==> config.mk <==
export PLATFORM = sky130hd
export DESIGN_NAME = param_seq_alu_flat
export DESIGN_NICKNAME = d
export VERILOG_FILES = /design/src/rtl/param_seq_alu_if.sv /design/src/rtl/param_seq_alu.sv /design/src/flat_wrapper.sv
export SDC_FILE = /design/constraint.sdc
export NUM_CORES = 1
export LEC_CHECK = 0
export ABC_AREA = 1
export CAP_MARGIN = 20
export CELL_PAD_IN_SITES_DETAIL_PLACEMENT = 0
export CELL_PAD_IN_SITES_GLOBAL_PLACEMENT = 1
export CORE_ASPECT_RATIO = 1.1
export CORE_MARGIN = 5
export CORE_UTILIZATION = 35
export CTS_CLUSTER_DIAMETER = 120
export DETAILED_ROUTE_END_ITERATION = 10
export PLACE_DENSITY_LB_ADDON = 0.1
export SETUP_SLACK_MARGIN = 0.05
export SYNTH_ARGS = -nofsm -noshare
export SYNTH_HDL_FRONTEND = slang
export SYNTH_SLANG_ARGS = --single-unit
==> constraint.sdc <==
create_clock -name clk -period 1.3 [get_ports clk]
set_input_delay 0.195 -clock clk [delete_from_list [all_inputs] [get_ports clk]]
set_output_delay 0.195 -clock clk [all_outputs]
set_load 0.01 [all_outputs]
==> src/rtl/param_seq_alu_if.sv <==
// Handshake bus for param_seq_alu: operand/op request channel and registered result channel.
interface param_seq_alu_if #(
  parameter int WIDTH = 32
);
  logic             in_valid;
  logic             in_ready;
  logic [2:0]       op;
  logic [WIDTH-1:0] a;
  logic [WIDTH-1:0] b;
  logic             cin;
  logic             out_valid;
  logic             out_ready;
  logic [WIDTH-1:0] result;
  logic             zero;
  logic             cout;
  logic             overflow;
  logic             err;

  modport master (
    output in_valid, op, a, b, cin, out_ready,
    input  in_ready, out_valid, result, zero, cout, overflow, err
  );

  modport slave (
    input  in_valid, op, a, b, cin, out_ready,
    output in_ready, out_valid, result, zero, cout, overflow, err
  );
endinterface

==> src/rtl/param_seq_alu.sv <==
// Registered WIDTH-bit ALU with valid/ready handshake; AND/OR/ADD/SUB/SLT in one cycle.
// Define PARAM_SEQ_ALU_MUL_EN to add the WIDTH-cycle shift-add multiply on op 101.
module param_seq_alu #(
  parameter int WIDTH = 32,
  parameter int CNT_W = 6
) (
  input  logic              clk,
  input  logic              rst_n,
  param_seq_alu_if.slave    bus
);
  localparam int MSB = WIDTH - 1;

  localparam logic [2:0] OP_AND = 3'b000;
  localparam logic [2:0] OP_OR  = 3'b001;
  localparam logic [2:0] OP_ADD = 3'b010;
  localparam logic [2:0] OP_SUB = 3'b011;
  localparam logic [2:0] OP_SLT = 3'b100;

  if (WIDTH < 2 || (2 ** CNT_W) <= WIDTH) begin : g_param_check
    $error("param_seq_alu: need WIDTH >= 2 and 2**CNT_W > WIDTH");
  end

`ifdef PARAM_SEQ_ALU_MUL_EN
  localparam logic [2:0] OP_MUL = 3'b101;
  typedef enum logic [1:0] {S_IDLE, S_MUL, S_DONE} state_t;
`else
  typedef enum logic [0:0] {S_IDLE, S_DONE} state_t;
`endif

  state_t           state_reg, state_next;
  logic [WIDTH-1:0] result_reg, result_next;
  logic             zero_reg, zero_next;
  logic             cout_reg, cout_next;
  logic             ovf_reg, ovf_next;
  logic             err_reg, err_next;

  logic [WIDTH-1:0] and_bits, or_bits;
  logic [WIDTH:0]   add_sum, sub_sum;
  logic             add_ovf, sub_ovf;
  logic [WIDTH-1:0] alu_result;
  logic             alu_cout, alu_ovf, alu_err;

  for (genvar gi = 0; gi < WIDTH; gi++) begin : g_bitwise
    assign and_bits[gi] = bus.a[gi] & bus.b[gi];
    assign or_bits[gi]  = bus.a[gi] | bus.b[gi];
  end

  // Subtraction as a + ~b + 1 so cout reads as "no borrow".
  assign add_sum = {1'b0, bus.a} + {1'b0, bus.b} + {{WIDTH{1'b0}}, bus.cin};
  assign sub_sum = {1'b0, bus.a} + {1'b0, ~bus.b} + {{WIDTH{1'b0}}, 1'b1};
  assign add_ovf = (bus.a[MSB] == bus.b[MSB]) && (add_sum[MSB] != bus.a[MSB]);
  assign sub_ovf = (bus.a[MSB] != bus.b[MSB]) && (sub_sum[MSB] != bus.a[MSB]);

  always_comb begin
    alu_result = '0;
    alu_cout   = 1'b0;
    alu_ovf    = 1'b0;
    alu_err    = 1'b0;
    case (bus.op)
      OP_AND: alu_result = and_bits;
      OP_OR:  alu_result = or_bits;
      OP_ADD: begin
        alu_result = add_sum[MSB:0];
        alu_cout   = add_sum[WIDTH];
        alu_ovf    = add_ovf;
      end
      OP_SUB: begin
        alu_result = sub_sum[MSB:0];
        alu_cout   = sub_sum[WIDTH];
        alu_ovf    = sub_ovf;
      end
      OP_SLT:  alu_result = {{(WIDTH-1){1'b0}}, sub_sum[MSB] ^ sub_ovf};
      default: alu_err = 1'b1;
    endcase
  end

`ifdef PARAM_SEQ_ALU_MUL_EN
  localparam logic [CNT_W-1:0] CNT_LAST = CNT_W'(WIDTH - 1);

  logic [2*WIDTH-1:0] acc_reg;
  logic [2*WIDTH-1:0] acc_step;
  logic [WIDTH-1:0]   mcand_reg;
  logic [CNT_W-1:0]   cnt_reg;
  logic [WIDTH:0]     mul_upper;

  // Multiplier bits drain from acc[0] while partial product fills the top half.
  assign mul_upper = {1'b0, acc_reg[2*WIDTH-1:WIDTH]} +
                     (acc_reg[0] ? {1'b0, mcand_reg} : {(WIDTH+1){1'b0}});
  assign acc_step  = {mul_upper, acc_reg[WIDTH-1:1]};

  always_ff @(posedge clk or negedge rst_n) begin
    if (!rst_n) begin
      acc_reg   <= '0;
      mcand_reg <= '0;
      cnt_reg   <= '0;
    end else if (state_reg == S_IDLE && bus.in_valid && bus.op == OP_MUL) begin
      acc_reg   <= {{WIDTH{1'b0}}, bus.a};
      mcand_reg <= bus.b;
      cnt_reg   <= '0;
    end else if (state_reg == S_MUL) begin
      acc_reg   <= acc_step;
      cnt_reg   <= cnt_reg + 1'b1;
    end
  end
`endif

  always_comb begin
    state_next  = state_reg;
    result_next = result_reg;
    zero_next   = zero_reg;
    cout_next   = cout_reg;
    ovf_next    = ovf_reg;
    err_next    = err_reg;
    case (state_reg)
      S_IDLE: begin
        if (bus.in_valid) begin
`ifdef PARAM_SEQ_ALU_MUL_EN
          if (bus.op == OP_MUL) state_next = S_MUL;
          else
`endif
          begin
            state_next  = S_DONE;
            result_next = alu_result;
            zero_next   = (alu_result == '0);
            cout_next   = alu_cout;
            ovf_next    = alu_ovf;
            err_next    = alu_err;
          end
        end
      end
`ifdef PARAM_SEQ_ALU_MUL_EN
      S_MUL: begin
        if (cnt_reg == CNT_LAST) begin
          state_next  = S_DONE;
          result_next = acc_step[WIDTH-1:0];
          zero_next   = (acc_step[WIDTH-1:0] == '0);
          cout_next   = 1'b0;
          ovf_next    = |acc_step[2*WIDTH-1:WIDTH];
          err_next    = 1'b0;
        end
      end
`endif
      S_DONE: begin
        if (bus.out_ready) state_next = S_IDLE;
      end
      default: state_next = S_IDLE;
    endcase
  end

  always_ff @(posedge clk or negedge rst_n) begin
    if (!rst_n) begin
      state_reg  <= S_IDLE;
      result_reg <= '0;
      zero_reg   <= 1'b0;
      cout_reg   <= 1'b0;
      ovf_reg    <= 1'b0;
      err_reg    <= 1'b0;
    end else begin
      state_reg  <= state_next;
      result_reg <= result_next;
      zero_reg   <= zero_next;
      cout_reg   <= cout_next;
      ovf_reg    <= ovf_next;
      err_reg    <= err_next;
    end
  end

  assign bus.in_ready  = (state_reg == S_IDLE);
  assign bus.out_valid = (state_reg == S_DONE);
  assign bus.result    = result_reg;
  assign bus.zero      = zero_reg;
  assign bus.cout      = cout_reg;
  assign bus.overflow  = ovf_reg;
  assign bus.err       = err_reg;
endmodule
==> src/flat_wrapper.sv <==
// flat-port wrapper written by rule: the top's interface ports become plain ports
module param_seq_alu_flat 
#(
  parameter int WIDTH = 32,
  parameter int CNT_W = 6
)
  (clk, rst_n, bus_in_valid, bus_op, bus_a, bus_b, bus_cin, bus_out_ready, bus_in_ready, bus_out_valid, bus_result, bus_zero, bus_cout, bus_overflow, bus_err);
  param_seq_alu_if #(.WIDTH(WIDTH)) bus_i ();
  input  logic clk;
  input  logic rst_n;
  input wire logic [$bits(bus_i.in_valid)-1:0] bus_in_valid;
  input wire logic [$bits(bus_i.op)-1:0] bus_op;
  input wire logic [$bits(bus_i.a)-1:0] bus_a;
  input wire logic [$bits(bus_i.b)-1:0] bus_b;
  input wire logic [$bits(bus_i.cin)-1:0] bus_cin;
  input wire logic [$bits(bus_i.out_ready)-1:0] bus_out_ready;
  output wire logic [$bits(bus_i.in_ready)-1:0] bus_in_ready;
  output wire logic [$bits(bus_i.out_valid)-1:0] bus_out_valid;
  output wire logic [$bits(bus_i.result)-1:0] bus_result;
  output wire logic [$bits(bus_i.zero)-1:0] bus_zero;
  output wire logic [$bits(bus_i.cout)-1:0] bus_cout;
  output wire logic [$bits(bus_i.overflow)-1:0] bus_overflow;
  output wire logic [$bits(bus_i.err)-1:0] bus_err;
  assign bus_i.in_valid = bus_in_valid;
  assign bus_i.op = bus_op;
  assign bus_i.a = bus_a;
  assign bus_i.b = bus_b;
  assign bus_i.cin = bus_cin;
  assign bus_i.out_ready = bus_out_ready;
  assign bus_in_ready = bus_i.in_ready;
  assign bus_out_valid = bus_i.out_valid;
  assign bus_result = bus_i.result;
  assign bus_zero = bus_i.zero;
  assign bus_cout = bus_i.cout;
  assign bus_overflow = bus_i.overflow;
  assign bus_err = bus_i.err;
  param_seq_alu #(.WIDTH(WIDTH), .CNT_W(CNT_W)) u_core (.clk(clk), .rst_n(rst_n), .bus(bus_i));
endmodule
==> load_flow_metrics.sql <==
INSERT INTO impl_metrics (metric_group, metric, value, unit) VALUES
('power', 'p_int', '5.13', 'mW'),
('synth', 'post_synthesis_sequential_element_count', '37', ''),
('global_routing', 'grt_max_degree', '50', ''),
('timing', 'maxClockFrequency', '0.374', 'GHz'),
('final_layout', 'largest_register_ff_count', '32', ''),
('place', 'post_dp_cell_area', '12200', 'um2'),
('die', 'io_pins', '110', ''),
('run_status', 'run_status', 'complete, but fails checks', ''),
('timing', 'slew_of_the_pin_with_the_lowest_slew_margin', '0.353', 'ns'),
('power', 'p_leak', '7.94', 'nW'),
('timing', 'timing_hold_violations_final', '0', ''),
('timing', 'finalMaxSlewViolations', '0', ''),
('synth', 'synth_area_per_cell', '5.42', 'um2'),
('global_routing', 'grtUsageTotal', '26.2', '%'),
('synth', 'async_flop_share', '100', '%'),
('final_layout', 'postLayoutCoreUtil', '66.8', '%'),
('place', 'gp_congestion', '0.939', ''),
('power', 'max-vdd-ir-drop', '414', 'uV'),
('worst_setup_path', 'regToRegStartpoint', 'u_core.bus.out_valid', ''),
('routing', 'remaining_drc_errors', '0', ''),
('final_layout', 'drive_gt1_share', '49.9', '%'),
('worst_setup_path', 'critical_path.slowest_cell', 'fa_2', ''),
('run_status', 'failed_checks', 'setup timing', ''),
('die', 'die_area', '25500', 'um2'),
('timing', 'worst_slack', '-1.37', 'ns'),
('worst_setup_path', 'worst-path-buf-inv', '4', ''),
('routing', 'drtIter0Drc', '613', ''),
('cts', 'cts_hold_repair.buffers', '0', ''),
('worst_setup_path', 'crit_start_category', 'input port', ''),
('worst_setup_path', 'maximum_fanout_along_the_worst_path', '4', ''),
('synth', 'yosys.area.top_type_share', '23.7', '%'),
('worst_setup_path', 'critPathCaptureType', 'register', ''),
('power', 'share_clk_of_total_power', '12.5', '%'),
('timing', 'fin_worst_skew', '0.00473', 'ns'),
('cts', 'tritoncts', 'yes', ''),
('power', 'netSwitchingFraction', '44.4', '%'),
('worst_setup_path', 'critical_path_cell_by_cell', 'buf_8 -> inv_4 -> ha_4 -> nor2_4 -> inv_2 -> nor2_4 -> inv_2 -> nor3_4 -> nand3_4 -> a21oi_4 -> o21ai_1 -> nand2_1 -> fa_2 -> a221oi_2 -> nand3_1 -> nor2_1 -> nand4_1 -> nor2_1 -> nand3_1 -> nand2_1', ''),
('routing', 'wl_per_cell', '15.9', 'um'),
('worst_setup_path', 'worst_path_dominant_cell_family', 'simple AND/OR/NAND/NOR gates', ''),
('cts', 'tritoncts.num_buffers', '5', ''),
('global_routing', 'grt_first_pass_wirelength', '54100', 'um'),
('place', 'numPlacedInstances', '2151', ''),
('timing', 'finalCritPeriodShare', '206', '%'),
('synth', 'ys_dominant_reg_cell', 'dfrtp_1', ''),
('worst_setup_path', 'timing_worst_setup_path_type', 'input port to register', ''),
('synth', 'synth_enable_flop_cells', '0', ''),
('power', 'power', '9.21', 'mW'),
('global_routing', 'antenna_found_initial', '0', ''),
('timing', 'rsz0062_at_grt', 'yes', ''),
('routing', 'via_count', '10700', ''),
('place', 'dp_hpwl', '28600', 'um'),
('routing', 'route.final.wire_length', '35400', 'um'),
('cts', 'cts.clk_slew.worst_paths', '0.06', 'ns'),
('final_layout', 'post-route-cell-area', '14800', 'um2'),
('cts', 'cts_root_buffer', 'clkbuf_16', ''),
('worst_setup_path', 'timing.rr.end', 'u_core.bus.zero', ''),
('routing', 'drt-pass1-iter-count', '5', ''),
('routing', 'avg_vias_per_cell', '4.81', ''),
('cts', 'cts.path.max_buffers', '2', ''),
('synth', 'yosys.cell_count.top_type', 'nand2_1', ''),
('worst_setup_path', 'worstPathArrival', '2.90', 'ns'),
('power', 'power.share.sequential', '16.2', '%'),
('worst_setup_path', 'r2r.worst_path.cells', '11', ''),
('synth', 'synth_nets', '1627', ''),
('die', 'die-width', '153', 'um'),
('min_path', 'hold_class', 'input port to async pin', ''),
('power', 'p_switching', '4.09', 'mW'),
('timing', 'setup_viol_count_final', '35', ''),
('power', 'comb_power_share', '71.3', '%'),
('place', 'portbufs', '109', ''),
('synth', 'netlist_area', '7850', 'um2');
## routing by layer
| metal | up-vias | GRT usage, % | part of all wire (%) |
|---|---|---|---|
| met4 | 0 | 7.17 | 2.4 |
| met1 | 4957 | 33.8 | 43 |
| met2 | 282 | 46.1 | 50 |
| met3 | 48 | 3.37 | 5.5 |
| li1 | 5416 | - | - |
| met5 | - | 0 | 0 |
## worst max-delay path by stage
stage                          from         endpoint  depth (start not counted)
after floorplan           bus_b[13]  u_core.bus.zero                         18
after global placement     bus_a[4]  u_core.bus.zero                         22
after detailed placement   bus_a[4]  u_core.bus.zero                         22
after CTS                 bus_b[10]  u_core.bus.zero                         21
after global routing      bus_a[18]  u_core.bus.zero                         20
final                     bus_a[18]  u_core.bus.zero                         20
## cell usage in the layout (no fill, tap or decap), types with 16 or more instances in the layout
master,instances
buf_2,22
inv_1,204
inv_2,77
nor2_1,81
o22ai_1,23
inv_4,19
nand2_4,34
dlygate4sd2_1,41
buf_6,80
nor2_4,31
nand3_1,63
nand2_2,116
a21oi_1,32
nand3_4,22
nor2_2,23
o21ai_2,19
nand2_1,355
nand4_1,16
ha_4,38
buf_4,336
dfrtp_1,37
ha_1,52
nand3_2,41
## cell families after synthesis
| family | count (synthesis) | share of synthesized area, % |
|---|---|---|
| AND/OR/NAND/NOR | 815 | 43.3 |
| buffers and inverters | 347 | 17.3 |
| AO/OA/AOI/OAI | 138 | 9.82 |
| adder cells (fa/ha/maj) | 108 | 17.6 |
| flip-flops | 37 | 11.8 |
| XOR/XNOR | 2 | 0.223 |
## power groups by stage
stage | combinational, mW | sequential (mW) | clock (mW)
after floorplan | 2.41 | 1.62 | 0
after global placement | 5.23 | 1.51 | 0
after detailed placement | 5.27 | 1.52 | 0
after CTS | 5.88 | 1.49 | 1.17
after global routing | 7.10 | 1.52 | 1.22
final | 6.57 | 1.49 | 1.15
## layout make-up
cell class / instances / area, um2
Tap cell: 295 / 369
Inverter: 306 / 1240
Timing Repair Buffer: 517 / 4360
Clock inverter: 3 / 17.5
Fill cell: 2049 / 7350
Clock buffer: 5 / 125
Multi-Input combinational cell: 1063 / 7730
Sequential cell: 37 / 926
## timing repair
item / in CTS / in global routing
endpoints found under the setup margin: 74 / 37
gates cloned: 0 / 1
buffers inserted: 67 / 36
pin swaps: 159 / 143
resized for setup: 579 / 295
No activity file was read; power rests on OpenSTA's default activity.
